File: src/rtl/vision_test_ctrl.sv
// vision_test_ctrl: response side of the E-optotype vision tester.
// Judges debounced key/confirm pulses against the displayed direction,
// steps the acuity level, and draws new directions from a free-running LFSR.
module vision_test_ctrl #(
   parameter int         START_LEVEL = 7,
   parameter int         MAX_LEVEL   = 9,
   parameter int         MAX_MISS    = 2,
   parameter int         TIMEOUT_S   = 5,
   parameter logic [7:0] LFSR_SEED   = 8'hA5
) (
   input  logic       clk,
   input  logic       rst,
   input  logic       tick_1hz,
   input  logic       start,
   input  logic       key_up,
   input  logic       key_down,
   input  logic       key_left,
   input  logic       key_right,
   input  logic       confirm,
   output logic       active,
   output logic [1:0] dir,
   output logic [3:0] level,
   output logic [3:0] disp_int,
   output logic [3:0] disp_frac,
   output logic [1:0] sel,
   output logic       sel_valid,
   output logic       done
);

   localparam int TW = (TIMEOUT_S < 1) ? 1 : $clog2(TIMEOUT_S + 1);
   localparam int MW = (MAX_MISS  < 1) ? 1 : $clog2(MAX_MISS + 1);

   typedef enum logic [1:0] {S_IDLE, S_SHOW, S_JUDGE, S_DONE} state_t;

   state_t          state, state_n;
   logic [7:0]      lfsr;
   logic            lfsr_fb;
   logic [1:0]      dir_n, sel_n, key_dir;
   logic [3:0]      level_n;
   logic            sel_valid_n, timed_out, timed_out_n;
   logic [MW-1:0]   miss_cnt, miss_cnt_n, miss_inc;
   logic [TW-1:0]   timer, timer_n, timer_inc;
   logic            key_any, hit, go_show;

   assign lfsr_fb   = lfsr[7] ^ lfsr[5] ^ lfsr[4] ^ lfsr[3];
   assign key_any   = key_up | key_down | key_left | key_right;
   assign miss_inc  = miss_cnt + 1'b1;
   assign timer_inc = timer + 1'b1;
   assign hit       = !timed_out && (sel == dir);
   assign active    = (state == S_SHOW) || (state == S_JUDGE);
   assign done      = (state == S_DONE);

   // simultaneous keys resolve up > down > left > right
   always_comb begin
      key_dir = 2'b11;
      if (key_up)        key_dir = 2'b00;
      else if (key_down) key_dir = 2'b01;
      else if (key_left) key_dir = 2'b10;
   end

   // acuity display: level 9 shows 1.0, otherwise 0.(level+1)
   always_comb begin
      disp_int  = 4'd0;
      disp_frac = level + 4'd1;
      if (level == 4'd9) begin
         disp_int  = 4'd1;
         disp_frac = 4'd0;
      end
   end

   // state register
   always_ff @(posedge clk or negedge rst) begin
      if (!rst) state <= S_IDLE;
      else      state <= state_n;
   end

   // next-state and datapath next values; start overrides everything else
   always_comb begin
      state_n     = state;
      dir_n       = dir;
      level_n     = level;
      sel_n       = sel;
      sel_valid_n = sel_valid;
      miss_cnt_n  = miss_cnt;
      timer_n     = timer;
      timed_out_n = timed_out;
      go_show     = 1'b0;
      case (state)
         S_IDLE, S_DONE: begin
            if (start) begin
               level_n    = 4'(START_LEVEL);
               miss_cnt_n = '0;
               go_show    = 1'b1;
            end
         end
         S_SHOW: begin
            if (start) begin
               level_n    = 4'(START_LEVEL);
               miss_cnt_n = '0;
               go_show    = 1'b1;
            end else begin
               if (key_any) begin
                  sel_n       = key_dir;
                  sel_valid_n = 1'b1;
               end
               // a valid confirm beats a timeout landing on the same cycle
               if (confirm && (sel_valid || key_any)) begin
                  state_n     = S_JUDGE;
                  timed_out_n = 1'b0;
               end else if (tick_1hz) begin
                  timer_n = timer_inc;
                  if (timer_inc >= TW'(TIMEOUT_S)) begin
                     state_n     = S_JUDGE;
                     timed_out_n = 1'b1;
                  end
               end
            end
         end
         S_JUDGE: begin
            if (start) begin
               level_n    = 4'(START_LEVEL);
               miss_cnt_n = '0;
               go_show    = 1'b1;
            end else if (hit) begin
               if (level < 4'(MAX_LEVEL)) begin
                  level_n    = level + 4'd1;
                  miss_cnt_n = '0;
                  go_show    = 1'b1;
               end else begin
                  state_n = S_DONE;
               end
            end else if (miss_inc < MW'(MAX_MISS)) begin
               miss_cnt_n = miss_inc;
               go_show    = 1'b1;
            end else begin
               level_n = (level == 4'd0) ? 4'd0 : level - 4'd1;
               state_n = S_DONE;
            end
         end
         default: state_n = S_IDLE;
      endcase
      // every entry into SHOW draws a fresh direction and clears the trial
      if (go_show) begin
         state_n     = S_SHOW;
         dir_n       = lfsr[1:0];
         sel_valid_n = 1'b0;
         timer_n     = '0;
      end
   end

   // datapath registers; LFSR free-runs in every state
   always_ff @(posedge clk or negedge rst) begin
      if (!rst) begin
         lfsr      <= LFSR_SEED;
         dir       <= 2'b00;
         level     <= 4'(START_LEVEL);
         sel       <= 2'b00;
         sel_valid <= 1'b0;
         miss_cnt  <= '0;
         timer     <= '0;
         timed_out <= 1'b0;
      end else begin
         lfsr      <= {lfsr[6:0], lfsr_fb};
         dir       <= dir_n;
         level     <= level_n;
         sel       <= sel_n;
         sel_valid <= sel_valid_n;
         miss_cnt  <= miss_cnt_n;
         timer     <= timer_n;
         timed_out <= timed_out_n;
      end
   end

endmodule

File: config.mk
export PLATFORM = sky130hd
export DESIGN_NAME = vision_test_ctrl
export DESIGN_NICKNAME = d
export VERILOG_FILES = /design/src/rtl/vision_test_ctrl.sv
export SDC_FILE = /design/constraint.sdc
export NUM_CORES = 1
export LEC_CHECK = 0
export CAP_MARGIN = 5
export CORE_MARGIN = 5
export CORE_UTILIZATION = 51
export DETAILED_ROUTE_END_ITERATION = 12
export PLACE_DENSITY = 0.79
export REMOVE_ABC_BUFFERS = 1
export SETUP_SLACK_MARGIN = 0.1
export SLEW_MARGIN = 20
export SYNTH_ARGS = -nofsm -noshare
export SYNTH_HDL_FRONTEND = slang
export SYNTH_SLANG_ARGS = --single-unit
File: constraint.sdc
create_clock -name clk -period 2.1 [get_ports clk]
set_input_delay 0.315 -clock clk [delete_from_list [all_inputs] [get_ports clk]]
set_output_delay 0.315 -clock clk [all_outputs]
set_load 0.05 [all_outputs]
==> results.md <==
| Stage | Item | This run |
|:---|:---|:---|
| status | Result of the run | finished clean |
| finish | Sequential cell area | 634 sq um |
| global routing | Wire length of the first global-routing pass | 5130 microns |
| yosys | Count of cell types in the netlist | 48 |
| floorplanning | Area of the die | 0.00403 sq mm |
| drt | Post-detailed-route via-to-cell ratio | 5.68 |
| cts | Insertion delay of the later-clocked pin in the worst-skew pair | 310 ps |
| yosys | Synth Warn # | 0 |
| cts | CTS hold repair buffers | 0 |
| drt | Aggregate routed wire length | 3090 microns |
| critical path | Category of the critical setup timing path | reg2out |
| yosys | Number of synthesized flops with an enable pin | 0 |
| power and ir drop | Pwr per Cell Area | 955 mW/mm^2 |
| finish | Cell area after layout | 0.00196 sq mm |
| yosys | Sequential-to-total area share from yosys stat | 43.5% |
| yosys | Mapped Cells | 141 |
| sta | Max-slew headroom | 61.6% |
| sta | Worst-case hold slack | 337 ps |
| floorplanning | I/O pin count | 28 |
| floorplanning | Die span in y | 63.5 microns |
| critical path | CP Data Required Time | 1780 ps |
| drt | Average detailed-routed wire length per instance | 14.8 microns |
| floorplanning | Number of standard-cell rows in the floorplan | 19 |
| global routing | Number of global-route vias before repair | 1135 |
| drt | Total number of vias | 1182 |
| finish | Share of post-route cells with drive strength above 1 | 28.8% |
| finish | Combined area of the multi-input logic cells | 841 sq um |
| floorplanning | Starting density of the core | 52.9% |
| cts | Clock edge transition at the registers on the reported setup and hold paths | 140 ps |
| drt | Met1 wire length | 1310 microns |
| critical path | Critical path endpoint category | output pin |
| floorplanning | Die width | 63.5 microns |
| drt | DRT antenna net count | 0 |
| power and ir drop | Worst-case vdd ir drop | 0.000660 V |
| critical path | Largest stage delay on the critical path | 560 ps |
| power and ir drop | Standby leakage power | 0.889 nW |
| drt | Highest Signal Layer | met4 |
| drt | Met2 routed WL | 1610 microns |
| worst hold path | Classification of the worst-slack hold path | in2async |
| sta | Setup violation total in the final timing report | 0 |
| yosys | Synthesized area | 0.00146 sq mm |
| sta | Setup repair after global routing missed its margin | true |
| sta | Transition time at the pin with the least slew margin | 573 ps |
| sta | Final max-slew violation count | 0 |
| drt | Routed wire length on met3 | 114 microns |
| global routing | Initial antenna violation count | 0 |
| cts | Maximum clock insertion buffer count | 2 |
| drt | DRT Pass-1 Iters | 5 |
| critical path | Worst-path maximum fanout | 6 |
| cts | Number of H-tree branching levels | 1 |
| yosys | Ys flop type | dfrtp_1 |
| sta | Layout Skew | 1.82 ps |
| critical path | Slowest library cell on the worst path | dfstp_2 |
| drt | DRC errors left | 0 |
| placement | Detailed placer's ending HPWL | 2200 microns |
| placement | Placement-stage cell area | 0.00179 sq mm |
| cts | Clock tree from TritonCTS | built |
| global routing | Leftover overflow at the end of global routing | 0 |
| placement | Port bufs | 24 |
| placement | Routability-driven placement congestion ratio | 0.795 |
| global routing | Overall Global Routing Usage | 15.2% |
| critical path | Cell repeated most along the worst path | nor2_4 |
| critical path | Category of the worst setup path launch point | register |
| cts | Cts bufs inserted | 3 |
| sta | Number of failing hold endpoints at the final stage | 0 |
| finish | Fill cells | 193 |
| yosys | Fraction of synthesis flops using an asynchronous set or reset pin | 100% |
| finish | Util after Layout | 71.1% |
| sta | Shortest period the worst path allows | 1970 ps |
| yosys | Post-synthesis register bit count | 25 |
| critical path | Worst path cell trace | buf_6, ha_4, nand2b_4, nor2_4, nor2_4, buf_12 |
| cts | Root buf cell | clkbuf_4 |
| sta | Maximum operating frequency | 509 MHz |
| finish | Area growth from synthesis to final layout | 34.4% |
| drt | Initial DRC count | 21 |
| critical path | Arrival time at the worst endpoint | 1650 ps |
| cts | Clock net sink count | 25 |
| global routing | Pin count of the biggest net entering global routing | 26 |
| yosys | Synthesized area divided by synthesized cell count | 10.3 sq um |
| floorplanning | Area of the core | 0.00276 sq mm |
| finish | Inserted Diodes | 0 |
| run | Max_cap viols | 0 |
| sta | Final clock period utilization by the worst path | 93.6% |
| finish | Number of nets at the end of the flow | 196 |
cells in the final DEF (no fill, tap or decap), types with 2 or more instances in the layout:
cell type,instances
nand2b_1,2
nand2_1,6
a31oi_1,2
ha_1,6
o21ai_2,3
dfstp_2,7
o22a_1,2
xor2_1,3
o21ai_0,2
inv_1,10
conb_1,3
mux2i_1,2
nor4_1,3
buf_12,6
nand2b_4,2
mux2_4,2
o211ai_1,2
mux2_1,3
ha_2,2
nor3_1,2
o21bai_1,2
xor2_2,2
nor2_1,8
clkdlybuf4s50_1,13
clkbuf_4,3
nand3_1,5
nor2_4,3
xnor2_1,5
dlygate4sd2_1,3
dfrtp_1,18
a21oi_1,7
buf_4,12
registers in the layout, indices dropped and copies added, names as in the netlist:
name	count
timed_out	1
sel	2
dir	2
level	4
timer	3
sel_valid	1
lfsr	8
miss_cnt	2
state	2
layout make-up:
class / instances / share of cell area [%]
Timing Repair Buffer: 35 / 19.3
Clock buffer: 3 / 1.15
Sequential cell: 25 / 32.4
Inverter: 10 / 1.92
Multi-Input combinational cell: 103 / 42.9
Tap cell: 31 / 1.98
Clock inverter: 1 / 0.383
critical path, delay by kind of cell (launching register included):
family	cells	cell delay, ps
buffers and inverters	2	270
AND/OR/NAND/NOR	3	370
flip-flops	1	560
adder cells (fa/ha/maj)	1	130
power breakdown:
group	internal, mW	leakage [nW]	total, mW	switching, mW
registers	0.538	0.314	0.599	0.0608
clock network	0.0726	0.0139	0.218	0.145
logic	0.400	0.561	1.05	0.654
total	1.01	0.889	1.87	0.860
per-layer routing:
metal | GRT usage, % | vias up
li1 | - | 568
met4 | 6.49 | 0
met2 | 23.7 | 31
met3 | 2.49 | 6
met5 | 0 | -
met1 | 20.8 | 577
through the flow:
step	TNS [ps]	power, mW	cells	setup slack (ps)
2_1_floorplan	-1510	1.29	138	-431
3_3_place_gp	0	1.58	199	69.9
3_5_place_dp	0	1.60	199	46.1
4_1_cts	0	1.83	204	62.8
5_1_grt	0	2.00	208	59.3
6_report	0	1.87	208	135
what timing repair did:
action	in CTS	in global routing
pin swaps	1	3
gates resized for setup	8	15
buffers inserted	1	4
hold endpoints to repair	0	0
setup endpoints to repair	10	9
synthesized netlist by cell type (2+ instances only):
| cell type | instances | area, sq um |
|---|---|---|
| xor2_1 | 5 | 43.8 |
| nand3_1 | 5 | 25.0 |
| o22a_1 | 2 | 17.5 |
| o21ai_0 | 3 | 15.0 |
| a31oi_1 | 2 | 12.5 |
| o21bai_1 | 2 | 15.0 |
| dfrtp_1 | 18 | 450 |
| nor2_1 | 11 | 41.3 |
| nor4_1 | 3 | 18.8 |
| mux2_1 | 3 | 33.8 |
| mux2i_1 | 2 | 20.0 |
| nand2_1 | 6 | 22.5 |
| nor3_1 | 2 | 10.0 |
| inv_1 | 10 | 37.5 |
| xnor2_1 | 5 | 43.8 |
| o211ai_1 | 2 | 15.0 |
| o21ai_2 | 2 | 17.5 |
| dfstp_2 | 7 | 184 |
| nand2b_1 | 4 | 25.0 |
| nor2b_1 | 2 | 12.5 |
| ha_1 | 9 | 113 |
| mux2_4 | 2 | 30.0 |
| a21oi_1 | 7 | 35.0 |
| buf_4 | 3 | 22.5 |
final timing paths:
kind | slack [ps] | cells past startpoint | startpoint | to
worst max-delay path | 130 | 6 | level[0]$_DFFE_PN1P_ | disp_frac[0]
worst min-delay path | 340 | 2 | rst | sel_valid$_DFFE_PN0P_
worst max register to register | 220 | 7 | level[1]$_DFFE_PN1P_ | dir[1]$_DFFE_PN0P_
worst min register to register | 380 | 0 | lfsr[6]$_DFF_PN0_ | lfsr[7]$_DFF_PN1_
max in group asynchronous | 1470 | 2 | rst | level[0]$_DFFE_PN1P_
min in group clk | 380 | 0 | lfsr[6]$_DFF_PN0_ | lfsr[7]$_DFF_PN1_
cell families (layout without fill, tap and decap cells):
group | count (synthesis) | in the layout | share of synthesized area (%)
XOR/XNOR | 10 | 10 | 6.01
adder cells (fa/ha/maj) | 9 | 9 | 7.73
AND/OR/NAND/NOR | 41 | 41 | 14.7
buffers and inverters | 15 | 49 | 5.24
flip-flops | 25 | 25 | 43.5
multiplexers | 7 | 7 | 5.75
AO/OA/AOI/OAI | 33 | 33 | 16.8
other | 1 | 3 | 0.257
No activity file was read; power rests on OpenSTA's default activity.
